===== src/rtl/demux1_2_latch_if.sv =====
// Write-side request/acknowledge bundle for the 1:2 destination demux.
interface demux1_2_latch_if #(
  parameter int unsigned WIDTH = 8
);
  logic [WIDTH-1:0] data_in;
  logic             ctrl;
  logic             wr_req;
  logic             wr_ack;
  logic             busy;

  modport master (
    output data_in, ctrl, wr_req,
    input  wr_ack, busy
  );

  modport slave (
    input  data_in, ctrl, wr_req,
    output wr_ack, busy
  );
endinterface


===== src/rtl/demux1_2_latch.sv =====
// Steers a bus value into one of two holding registers over a 4-phase handshake,
// tracking per-destination unread (valid) and overwrite (ovf) status.
module demux1_2_latch #(
  parameter int unsigned WIDTH = 8
) (
  input  logic                 clk,
  input  logic                 rst_n,
  demux1_2_latch_if.slave      wr_if,
  output logic [WIDTH-1:0]     output0,
  output logic [WIDTH-1:0]     output1,
  output logic                 valid0,
  output logic                 valid1,
  input  logic                 rd0,
  input  logic                 rd1,
  output logic                 ovf0,
  output logic                 ovf1,
  input  logic                 ovf_clr
);

  typedef enum logic [1:0] {
    IDLE  = 2'd0,
    LATCH = 2'd1,
    ACK   = 2'd2
  } state_e;

  state_e           state_q, state_d;
  logic [WIDTH-1:0] hold_data_q, hold_data_d;
  logic             hold_sel_q, hold_sel_d;
  logic             wr_ack_q, wr_ack_d;
  logic [WIDTH-1:0] out0_q, out0_d, out1_q, out1_d;
  logic             valid0_q, valid0_d, valid1_q, valid1_d;
  logic             ovf0_q, ovf0_d, ovf1_q, ovf1_d;

  // Next-state logic: read strobes and ovf_clr apply first so a same-edge write/set wins.
  always_comb begin
    state_d     = state_q;
    hold_data_d = hold_data_q;
    hold_sel_d  = hold_sel_q;
    wr_ack_d    = wr_ack_q;
    out0_d      = out0_q;
    out1_d      = out1_q;
    valid0_d    = valid0_q & ~rd0;
    valid1_d    = valid1_q & ~rd1;
    ovf0_d      = ovf0_q & ~ovf_clr;
    ovf1_d      = ovf1_q & ~ovf_clr;

    unique case (state_q)
      IDLE: begin
        if (wr_if.wr_req) begin
          hold_data_d = wr_if.data_in;
          hold_sel_d  = wr_if.ctrl;
          state_d     = LATCH;
        end
      end
      LATCH: begin
        wr_ack_d = 1'b1;
        state_d  = ACK;
        if (hold_sel_q) begin
          out1_d   = hold_data_q;
          valid1_d = 1'b1;
          if (valid1_q && !rd1) ovf1_d = 1'b1;
        end else begin
          out0_d   = hold_data_q;
          valid0_d = 1'b1;
          if (valid0_q && !rd0) ovf0_d = 1'b1;
        end
      end
      ACK: begin
        if (!wr_if.wr_req) begin
          wr_ack_d = 1'b0;
          state_d  = IDLE;
        end
      end
      default: begin
        wr_ack_d = 1'b0;
        state_d  = IDLE;
      end
    endcase
  end

  always_ff @(posedge clk or negedge rst_n) begin
    if (!rst_n) begin
      state_q     <= IDLE;
      hold_data_q <= '0;
      hold_sel_q  <= 1'b0;
      wr_ack_q    <= 1'b0;
      out0_q      <= '0;
      out1_q      <= '0;
      valid0_q    <= 1'b0;
      valid1_q    <= 1'b0;
      ovf0_q      <= 1'b0;
      ovf1_q      <= 1'b0;
    end else begin
      state_q     <= state_d;
      hold_data_q <= hold_data_d;
      hold_sel_q  <= hold_sel_d;
      wr_ack_q    <= wr_ack_d;
      out0_q      <= out0_d;
      out1_q      <= out1_d;
      valid0_q    <= valid0_d;
      valid1_q    <= valid1_d;
      ovf0_q      <= ovf0_d;
      ovf1_q      <= ovf1_d;
    end
  end

  assign wr_if.wr_ack = wr_ack_q;
  assign wr_if.busy   = (state_q != IDLE);
  assign output0      = out0_q;
  assign output1      = out1_q;
  assign valid0       = valid0_q;
  assign valid1       = valid1_q;
  assign ovf0         = ovf0_q;
  assign ovf1         = ovf1_q;

endmodule


===== src/flat_wrapper.sv =====
// flat-port wrapper written by rule: the top's interface ports become plain ports
module demux1_2_latch_flat 
#(
  parameter int unsigned WIDTH = 8
)
  (clk, rst_n, output0, output1, valid0, valid1, rd0, rd1, ovf0, ovf1, ovf_clr, wr_if_data_in, wr_if_ctrl, wr_if_wr_req, wr_if_wr_ack, wr_if_busy);
  demux1_2_latch_if #(.WIDTH(WIDTH)) wr_if_i ();
  input  logic clk;
  input  logic rst_n;
  output logic [WIDTH-1:0] output0;
  output logic [WIDTH-1:0] output1;
  output logic valid0;
  output logic valid1;
  input  logic rd0;
  input  logic rd1;
  output logic ovf0;
  output logic ovf1;
  input  logic ovf_clr;
  input wire logic [$bits(wr_if_i.data_in)-1:0] wr_if_data_in;
  input wire logic [$bits(wr_if_i.ctrl)-1:0] wr_if_ctrl;
  input wire logic [$bits(wr_if_i.wr_req)-1:0] wr_if_wr_req;
  output wire logic [$bits(wr_if_i.wr_ack)-1:0] wr_if_wr_ack;
  output wire logic [$bits(wr_if_i.busy)-1:0] wr_if_busy;
  assign wr_if_i.data_in = wr_if_data_in;
  assign wr_if_i.ctrl = wr_if_ctrl;
  assign wr_if_i.wr_req = wr_if_wr_req;
  assign wr_if_wr_ack = wr_if_i.wr_ack;
  assign wr_if_busy = wr_if_i.busy;
  demux1_2_latch #(.WIDTH(WIDTH)) u_core (.clk(clk), .rst_n(rst_n), .wr_if(wr_if_i), .output0(output0), .output1(output1), .valid0(valid0), .valid1(valid1), .rd0(rd0), .rd1(rd1), .ovf0(ovf0), .ovf1(ovf1), .ovf_clr(ovf_clr));
endmodule

===== config.mk =====
export PLATFORM = sky130hd
export DESIGN_NAME = demux1_2_latch_flat
export DESIGN_NICKNAME = d
export VERILOG_FILES = /design/src/rtl/demux1_2_latch_if.sv /design/src/rtl/demux1_2_latch.sv /design/src/flat_wrapper.sv
export SDC_FILE = /design/constraint.sdc
export NUM_CORES = 1
export LEC_CHECK = 0
export BUFFER_PORTS_ARGS = -buffer_cell sky130_fd_sc_hd__buf_2
export CAP_MARGIN = 20
export CORE_MARGIN = 2
export CORE_UTILIZATION = 53
export DETAILED_ROUTE_END_ITERATION = 10
export GPL_TIMING_DRIVEN = 0
export PLACE_DENSITY = 0.92
export SYNTH_ARGS = -nofsm -noshare
export SYNTH_HDL_FRONTEND = slang
export SYNTH_SLANG_ARGS = --single-unit

===== constraint.sdc =====
create_clock -name clk -period 3.5 [get_ports clk]
set_input_delay 0.35 -clock clk [delete_from_list [all_inputs] [get_ports clk]]
set_output_delay 0.35 -clock clk [all_outputs]
set_load 0.05 [all_outputs]

==> results of run 1 <==
## worst paths after layout
path | start | to
max | u_core.state_q[0] | wr_if_busy
min | rst_n | u_core.hold_data_q[3]
max reg2reg | u_core.state_q[0] | u_core.output0[7]
min reg2reg | u_core.output1[0] | u_core.output1[0]
max in group asynchronous | rst_n | u_core.output0[0]
min in group clk | ovf_clr | u_core.ovf0
## flip-flops by register name (all words and copies together), names as in the netlist
name                 cells
u_core.wr_if.wr_ack      1
u_core.valid1            1
u_core.output0           8
u_core.output1           8
u_core.state_q           2
u_core.valid0            1
u_core.hold_data_q       8
u_core.hold_sel_q        1
u_core.ovf1              1
u_core.ovf0              1
## stage by stage
stage | util | hold slack, ns | area [µm²] | setup slack [ns]
finish | 0.689 | 0.0592 | 1520 | 1.87
global route | 0.689 | 0.0952 | 1520 | 1.81
detailed placement | 0.654 | 0.426 | 1450 | 2.10
floorplan | - | 0.0544 | 1230 | 2.17
global placement | 0.654 | 0.407 | 1450 | 2.13
CTS | 0.689 | 0.0748 | 1520 | 1.85
## kinds of logic after synthesis
kind of cell           after synthesis  share of synthesized area
AOI/OAI and AO/OA                    3                     0.0142
buffers and inverters                5                     0.0234
muxes                               26                      0.261
and+or+nand+nor                     11                     0.0518
DFF                                 32                      0.650
## routing by layer
layer	global-route usage	up-vias	share of wire
met5	0	-	0
met4	0.0897	0	0.012
met3	0.0429	4	0.047
met2	0.335	21	0.54
met1	0.205	381	0.40
li1	-	356	-
## cells in the final DEF, fill, tap and decap left out, drive strengths merged
cell type  synthesis  final
a21oi              1      1
buf                3     39
bufinv             0      1
clkbuf             0      6
clkinv             0      1
dfrtp             32     32
inv                2      2
mux2              25     25
mux2i              1      1
nand2              3      3
nand2b             3      3
nand3b             1      1
nor2               1      1
nor3b              1      1
o22ai              2      2
or2                1      1
or3b               1      1
## layout make-up
class | count | area, µm² | share of cell area
multi-input cells | 40 | 403 | 0.264
clock buffers | 6 | 41.3 | 0.0271
flip-flops and latches | 32 | 801 | 0.525
inverters | 2 | 7.51 | 0.00493
well taps | 28 | 35.0 | 0.0230
plain buffers | 3 | 21.3 | 0.0140
repair buffers | 36 | 180 | 0.118
clock inverters | 2 | 35.0 | 0.0230
==> impl_summary.log, run 1 <==
[metrics] clock skew: 0.00885 ns
[metrics] maximum cell stage delay along the critical path: 0.45 ns
[metrics] Levels on crit path: 2
[metrics] max_slew headroom: 0.551
[metrics] fraction of registers with async set or reset after synthesis: 1.00
[metrics] Post-CTS Hold Buffers: 0
[metrics] starting density of the core: 0.557
[metrics] row cnt: 17
[metrics] number of antenna violations at the first check in global routing: 0
[metrics] cts bufs inserted: 5
[metrics] wire length per cell after detailed routing: 14.8 µm
[metrics] number of register bits inferred by synthesis: 32
[metrics] crit share post-route: 0.467
[metrics] biggest area consumer among synthesized cells: sky130_fd_sc_hd__dfrtp_1
[metrics] Port Buffer Count: 36
[metrics] die span in x: 52.2 µm
[metrics] kind of cell adding the most delay to the critical path: flip-flops
[metrics] Die Footprint: 2730 µm²
[metrics] relative area change from synthesis to final layout: 23.7%
[metrics] clock period minus final worst setup slack: 1.63 ns
[metrics] portion of synthesized cell area occupied by the leading cell type: 0.650
[metrics] count of unique library cells instantiated by Yosys: 16
[metrics] Final setup violation count: 0
[metrics] number of nets with antenna violations after routing: 0
[metrics] register clock-pin slew on the reported worst setup and hold paths: 0.10 ns
[metrics] Root Buffer Master: sky130_fd_sc_hd__clkbuf_4
[metrics] maximum root-to-sink buffer count: 2
[metrics] I/O pins: 37
[metrics] post-route setup TNS: 0 ns
[metrics] via count of the first global-routing pass: 763
[metrics] Slowest-stage cell, CP: sky130_fd_sc_hd__dfrtp_1
[metrics] worst path cell trace: or2_2 -> buf_2
[metrics] top cells by count, synth: sky130_fd_sc_hd__dfrtp_1 (32), sky130_fd_sc_hd__mux2_2 (17), sky130_fd_sc_hd__mux2_4 (8)
[metrics] logic depth of the worst register-to-register path: 3
[metrics] slew of the pin with the lowest slew margin: 0.674 ns
[metrics] sort of element at the end of the critical path: primary output
[metrics] half-perimeter wire length of the detailed placement result: 1600 µm
[metrics] DRC errors left: 0
[metrics] startpoint kind of the worst setup timing path: flop
[metrics] CTS sink count: 32
[metrics] cell count after placement: 141
[metrics] Seq/Total Area, Yosys: 0.650
[metrics] critical path required time: 3.15 ns
[metrics] via-per-instance ratio: 5.11
[metrics] Final Slew Violations: 0
[metrics] Yosys Warn Count: 0
[metrics] final hold violations: 0
[metrics] nets@finish: 135
[metrics] internal reg-to-reg setup slack: 2.08 ns
[metrics] number of optimization iterations in the first detailed-route pass: 2
[metrics] global-route wire length before repair: 3450 µm
[metrics] number of DRC markers in iteration 0: 2
[metrics] outcome: finished clean
[metrics] total of max-cap violations: 0
[metrics] most frequent cell after synthesis: sky130_fd_sc_hd__dfrtp_1
[metrics] timing-limited maximum frequency: 0.612 GHz
[metrics] GRT Total Usage: 0.186
[metrics] setup repair after global routing missed its margin: false
[metrics] count of instances resized after the clock tree is built: 0
[metrics] # fillers: 168
[metrics] Overflow after GRT: 0
[metrics] maximum fanout count along the critical path: 7
[metrics] clock tree from TritonCTS: done
[metrics] routed wire length: 2210 µm
[metrics] via count of the routed design: 762
[metrics] arrival time of the worst setup path: 1.28 ns
[metrics] most frequently used flop master after synthesis: sky130_fd_sc_hd__dfrtp_1
[metrics] Post-Synthesis Cell Area: 1230 µm²
[metrics] leading post-synthesis cells by cell area: sky130_fd_sc_hd__dfrtp_1 (65%), sky130_fd_sc_hd__mux2_2 (16%), sky130_fd_sc_hd__mux2_4 (9.7%), sky130_fd_sc_hd__nand2b_1 (1.5%), sky130_fd_sc_hd__o22ai_1 (1.0%)
[metrics] post-synthesis area per instance: 16.0 µm²
[metrics] clock insertion delay at the later pin of the skew report: 0.31 ns
[metrics] Buf/Inv on CP: 1
[metrics] number of nets produced by synthesis: 92
[metrics] hold crit path type: input pin to asynchronous set/reset pin
[metrics] worst setup path class: flop to primary output
[metrics] # diodes: 0
[metrics] number of synthesized flops with an enable pin: 0
[metrics] maximum level of the CTS H-tree: 2
[metrics] die height: 52.2 µm
[metrics] number of standard cells in the layout, taps in and fillers out: 149
[metrics] CORE AREA: 2210 µm²
[metrics] final RePlAce weighted congestion: 0.779
[metrics] ratio of cells with drive above 1 in the final layout: 0.595
[metrics] setup repair bufs after CTS: 0
[metrics] pin count of the biggest net entering global routing: 33
[metrics] Gate Count Post-Synth: 77
Power of run 1 is left out: the tool's default activity adds up to more than one toggle a clock period on the data nets, which glitch-free logic cannot reach.
==> inputs of run 2 (changes only) <==
--- a/config.mk
+++ b/config.mk
@@ -8,10 +8,10 @@
 export BUFFER_PORTS_ARGS = -buffer_cell sky130_fd_sc_hd__buf_2
 export CAP_MARGIN = 20
 export CORE_MARGIN = 2
-export CORE_UTILIZATION = 53
+export CORE_UTILIZATION = 49
 export DETAILED_ROUTE_END_ITERATION = 10
 export GPL_TIMING_DRIVEN = 0
-export PLACE_DENSITY = 0.92
+export PLACE_DENSITY = 0.87
 export SYNTH_ARGS = -nofsm -noshare
 export SYNTH_HDL_FRONTEND = slang
 export SYNTH_SLANG_ARGS = --single-unit
==> constraint.sdc (replaced) <==
create_clock -name clk -period 1.55 [get_ports clk]
set_input_delay 0.155 -clock clk [delete_from_list [all_inputs] [get_ports clk]]
set_output_delay 0.155 -clock clk [all_outputs]
set_load 0.05 [all_outputs]
==> impl_summary.log, run 2 (synthesized netlist as in run 1, its figures left out) <==
[metrics] max_slew headroom: 0.546 (-0.00484)
[metrics] Final setup violation count: 0 (unchanged)
[metrics] number of DRC markers in iteration 0: 7 (+5)
[metrics] number of optimization iterations in the first detailed-route pass: 4 (+2)
[metrics] clock insertion delay at the later pin of the skew report: 0.32 ns (about the same)
[metrics] ratio of cells with drive above 1 in the final layout: 0.582 (-0.0131)
[metrics] final hold violations: 0 (unchanged)
[metrics] pre-CTS WS: 0.108 ns (-1.99 ns)
[metrics] CORE AREA: 2430 µm² (+10%)
[metrics] commonest non-fill, non-tap cells in the layout: sky130_fd_sc_hd__buf_2 (38), sky130_fd_sc_hd__dfrtp_1 (32), sky130_fd_sc_hd__mux2_2 (17), sky130_fd_sc_hd__mux2_4 (8), sky130_fd_sc_hd__clkbuf_4 (5)
[metrics] cell count after placement: 143 (+1.4%)
[metrics] clock tree from TritonCTS: done
[metrics] die height: 54.2 µm (+3.7%)
[metrics] hold crit path type: input pin to flop
[metrics] number of antenna violations at the first check in global routing: 0 (unchanged)
[metrics] top routing layer in use: met4
[metrics] maximum level of the CTS H-tree: 2 (unchanged)
[metrics] setup repair bufs after CTS: 0 (unchanged)
[metrics] slew of the pin with the lowest slew margin: 0.681 ns (+0.00726 ns)
[metrics] via count of the routed design: 771 (+1.2%)
[metrics] routed wire length: 2080 µm (-5.6%)
[metrics] wire length per cell after detailed routing: 13.7 µm (-7.4%)
[metrics] Hold Slack: 0.0274 ns (-0.0318 ns)
[metrics] maximum fanout count along the critical path: 7 (unchanged)
[metrics] worst setup path class: flop to primary output
[metrics] timing-limited maximum frequency: 0.685 GHz
[metrics] met3 wire length: 161 µm (+55%)
[metrics] number of nets with antenna violations after routing: 0 (unchanged)
[metrics] # diodes: 0 (unchanged)
[metrics] via-per-instance ratio: 5.07 (-0.82%)
[metrics] relative area change from synthesis to final layout: 23.2%
[metrics] fin worst setup slack: 0.0910 ns (-1.77 ns)
[metrics] count of instances resized after the clock tree is built: 0 (unchanged)
[metrics] Final Slew Violations: 0 (unchanged)
[metrics] pin count of the biggest net entering global routing: 33 (unchanged)
[metrics] cts bufs inserted: 5 (unchanged)
[metrics] post-route setup TNS: 0 ns (unchanged)
[metrics] final RePlAce weighted congestion: 0.679 (-13%)
[metrics] internal reg-to-reg setup slack: 0.11 ns (-1.97 ns)
[metrics] register clock-pin slew on the reported worst setup and hold paths: 0.09 ns (about the same)
[metrics] maximum root-to-sink buffer count: 2 (unchanged)
[metrics] Port Buffer Count: 36 (unchanged)
[metrics] I/O pins: 37 (unchanged)
[metrics] nets@finish: 136 (+0.74%)
[metrics] critical path required time: 1.39 ns (-1.76 ns)
[metrics] startpoint kind of the worst setup timing path: flop
[metrics] CTS sink count: 32 (unchanged)
[metrics] via count of the first global-routing pass: 734 (-3.8%)
[metrics] arrival time of the worst setup path: 1.30 ns (+0.02 ns)
[metrics] setup repair after global routing missed its margin: false
[metrics] # fillers: 191 (+14%)
[metrics] Post-CTS Hold Buffers: 1 (+1)
[metrics] clock period minus final worst setup slack: 1.46 ns
[metrics] crit share post-route: 0.941
[metrics] Overflow after GRT: 0 (unchanged)
[metrics] Root Buffer Master: sky130_fd_sc_hd__clkbuf_4
[metrics] DRC errors left: 0 (unchanged)
[metrics] starting density of the core: 0.507 (-0.0504)
[metrics] die span in x: 54.2 µm (+3.7%)
[metrics] clock skew: 0.00998 ns (+0.00113 ns)
[metrics] number of standard cells in the layout, taps in and fillers out: 152 (+2.0%)
[metrics] met1 wire length: 823 µm (-6.3%)
[metrics] total of max-cap violations: 0 (unchanged)
[metrics] global-route wire length before repair: 3260 µm (-5.4%)
[metrics] sort of element at the end of the critical path: primary output
[metrics] Die Footprint: 2930 µm² (+7.5%)
[metrics] leading cell type in the layout, fill and taps excluded: sky130_fd_sc_hd__buf_2
[metrics] Met2 Routed Length: 1040 µm (-13%)
[metrics] row cnt: 18 (+1)
[metrics] GRT Total Usage: 0.169 (-0.0171)
[metrics] outcome: finished clean
## run 2: cell types whose count changed in the layout (fill, tap and decap cells not counted)
cell,delta
sky130_fd_sc_hd__clkinv_2,-1
sky130_fd_sc_hd__dlygate4sd3_1,+1
sky130_fd_sc_hd__bufinv_16,-1
sky130_fd_sc_hd__clkbuf_1,+1
sky130_fd_sc_hd__clkbuf_8,+1
## run 2: final timing paths
kind | start | end | cells past startpoint
max in group asynchronous | rst_n | u_core.valid0 | 2
min | ovf_clr | u_core.ovf1 | 2
max reg2reg | u_core.state_q[0] | u_core.hold_data_q[2] | 3
min in group asynchronous | rst_n | u_core.hold_data_q[1] | 2
max | u_core.state_q[0] | wr_if_busy | 2
min reg2reg | u_core.output1[2] | u_core.output1[2] | 1
## run 2: final cells by class
cell class	count	area (µm²)	share of cell area
timing repair buffer	37	190	0.125
clock buffer	8	58.8	0.0387
inverter	2	7.51	0.00494
buffer	3	21.3	0.0140
multi-input combinational	40	403	0.265
sequential	32	801	0.527
tap	30	37.5	0.0247
## run 2: stage by stage
step / util / area [µm²]
2_1_floorplan: - / 1230
3_3_place_gp: 0.596 / 1450
3_5_place_dp: 0.596 / 1450
4_1_cts: 0.624 / 1520
5_1_grt: 0.624 / 1520
6_report: 0.624 / 1520
## run 2: metal layers
metal,vias up,GRT usage
met5,-,0
met4,0,0.100
met3,7,0.0750
li1,357,-
met2,32,0.259
met1,375,0.194
## run 2: worst max-delay path, stage by stage (launching register included)
cell                      delay (ns)
sky130_fd_sc_hd__dfrtp_1        0.45
sky130_fd_sc_hd__or2_2          0.32
sky130_fd_sc_hd__buf_2          0.21
Power of run 2 is left out for the same reason.
==> inputs of run 3 (changes only) <==
--- a/config.mk
+++ b/config.mk
@@ -12,6 +12,7 @@
 export DETAILED_ROUTE_END_ITERATION = 10
 export GPL_TIMING_DRIVEN = 0
 export PLACE_DENSITY = 0.87
+export REMOVE_ABC_BUFFERS = 1
 export SYNTH_ARGS = -nofsm -noshare
 export SYNTH_HDL_FRONTEND = slang
 export SYNTH_SLANG_ARGS = --single-unit
==> impl_summary.log, run 3 (synthesized netlist as in run 1, its figures left out) <==
[metrics] sort of element at the end of the critical path: flop
[metrics] routed wire length: 2200 µm (+5.5%)
[metrics] setup repair after global routing missed its margin: false
[metrics] die height: 54.2 µm (unchanged)
[metrics] via count of the routed design: 759 (-1.6%)
[metrics] GRT Total Usage: 0.183 (+0.0140)
[metrics] Final setup violation count: 0 (unchanged)
[metrics] clock tree from TritonCTS: done
[metrics] CTS sink count: 32 (unchanged)
[metrics] DRC errors left: 0 (unchanged)
[metrics] via-per-instance ratio: 4.87 (-4.1%)
[metrics] register clock-pin slew on the reported worst setup and hold paths: 0.09 ns (about the same)
[metrics] placement-stage cell area: 1440 µm² (-0.95%)
[metrics] timing-limited maximum frequency: 0.679 GHz (-0.93%)
[metrics] fin worst setup slack: 0.0772 ns (-0.0137 ns)
[metrics] nets@finish: 140 (+2.9%)
[metrics] pre-CTS WS: -0.355 ns (-0.463 ns)
[metrics] final non-filler cell area: 1570 µm² (+3.0%)
[metrics] die span in x: 54.2 µm (unchanged)
[metrics] worst setup path class: flop to flop
[metrics] startpoint kind of the worst setup timing path: flop
[metrics] final hold violations: 0 (unchanged)
[metrics] cts bufs inserted: 5 (unchanged)
[metrics] wire length per cell after detailed routing: 14.1 µm (+2.8%)
[metrics] relative area change from synthesis to final layout: 27.0%
[metrics] clock period minus final worst setup slack: 1.47 ns (+0.0137 ns)
[metrics] Port Buffer Count: 36 (unchanged)
[metrics] maximum fanout count along the critical path: 7 (unchanged)
[metrics] Final Slew Violations: 0 (unchanged)
[metrics] slew of the pin with the lowest slew margin: 0.678 ns (-0.00372 ns)
[metrics] half-perimeter wire length of the detailed placement result: 1500 µm
[metrics] # fillers: 197 (+3.1%)
[metrics] I/O pins: 37 (unchanged)
[metrics] final RePlAce weighted congestion: 0.684 (+0.84%)
[metrics] arrival time of the worst setup path: 1.69 ns (+0.39 ns)
[metrics] number of antenna violations at the first check in global routing: 0 (unchanged)
[metrics] Root Buffer Master: sky130_fd_sc_hd__clkbuf_4
[metrics] row cnt: 18 (unchanged)
[metrics] crit share post-route: 0.950 (+0.00886)
[metrics] number of nets with antenna violations after routing: 0 (unchanged)
[metrics] ratio of cells with drive above 1 in the final layout: 0.619 (+0.0371)
[metrics] max_slew headroom: 0.548 (+0.00248)
[metrics] number of optimization iterations in the first detailed-route pass: 4 (unchanged)
[metrics] clock skew: 0.00622 ns (-0.00376 ns)
[metrics] number of DRC markers in iteration 0: 7 (unchanged)
[metrics] maximum level of the CTS H-tree: 2 (unchanged)
[metrics] clock insertion delay at the later pin of the skew report: 0.33 ns (about the same)
[metrics] commonest non-fill, non-tap cells in the layout: sky130_fd_sc_hd__buf_2 (36), sky130_fd_sc_hd__dfrtp_1 (31), sky130_fd_sc_hd__mux2_2 (17), sky130_fd_sc_hd__mux2_4 (8), sky130_fd_sc_hd__buf_4 (7)
[metrics] maximum root-to-sink buffer count: 2 (unchanged)
[metrics] Die Footprint: 2930 µm² (unchanged)
[metrics] via count of the first global-routing pass: 744 (+1.4%)
[metrics] total of max-cap violations: 0 (unchanged)
[metrics] starting density of the core: 0.507 (unchanged)
[metrics] critical path required time: 1.77 ns (+0.38 ns)
[metrics] pin count of the biggest net entering global routing: 33 (unchanged)
[metrics] global-route wire length before repair: 3530 µm (+8.2%)
[metrics] Overflow after GRT: 0 (unchanged)
[metrics] leading cell type in the layout, fill and taps excluded: sky130_fd_sc_hd__buf_2
[metrics] # diodes: 0 (unchanged)
[metrics] outcome: finished clean
[metrics] hold crit path type: input pin to flop
[metrics] CORE AREA: 2430 µm² (unchanged)
## run 3: layout make-up
cell class	instances	area, µm²	share of cell area
inverter	2	7.51	0.00480
sequential	32	802	0.512
clock buffer	8	58.8	0.0376
tap	30	37.5	0.0240
timing repair buffer	44	243	0.155
multi-input combinational	40	417	0.266
## run 3: what timing repair did
item                                    4_1_cts  5_1_grt
hold buffers                                  1        0
cloned                                        0        0
endpoints found under the setup margin       17       19
setup buffers                                 0        6
gates resized for setup                       3        1
hold endpoints to repair                     32        0
pin swaps                                     0        2
## run 3: path summary, 6_finish.rpt
path,start,endpoint,slack [ns],cells past startpoint
max in group asynchronous,rst_n,u_core.state_q[0],0.69,2
setup reg to reg,u_core.state_q[1],u_core.hold_data_q[4],0.08,3
hold / removal,ovf_clr,u_core.ovf0,0.04,2
setup / recovery,u_core.state_q[1],u_core.hold_data_q[4],0.08,3
hold reg to reg,u_core.output1[4],u_core.output1[4],0.51,1
min in group asynchronous,rst_n,u_core.output1[6],0.40,2
## run 3: worst max-delay path, stage by stage (launching register included)
cell,delay [ns]
sky130_fd_sc_hd__dfrtp_1,0.47
sky130_fd_sc_hd__nor3b_4,0.34
sky130_fd_sc_hd__buf_4,0.21
sky130_fd_sc_hd__mux2_2,0.34
## run 3: metrics by stage
stage               TNS, ns  hold slack (ns)  std cells  utilization
finish                    0           0.0382        156        0.644
floorplan             -1.86           -0.141         74            -
CTS                       0           0.0239        150        0.624
global placement      -5.74            0.211        140        0.587
detailed placement    -2.54            0.232        141        0.591
global route              0           0.0240        156        0.644
## run 3: routing by layer
layer,up-vias,part of all wire,GRT usage
li1,360,-,-
met1,367,0.43,0.220
met2,28,0.48,0.283
met3,4,0.079,0.0861
met4,0,0.013,0.0750
met5,-,0,0
Power of run 3 is left out for the same reason.
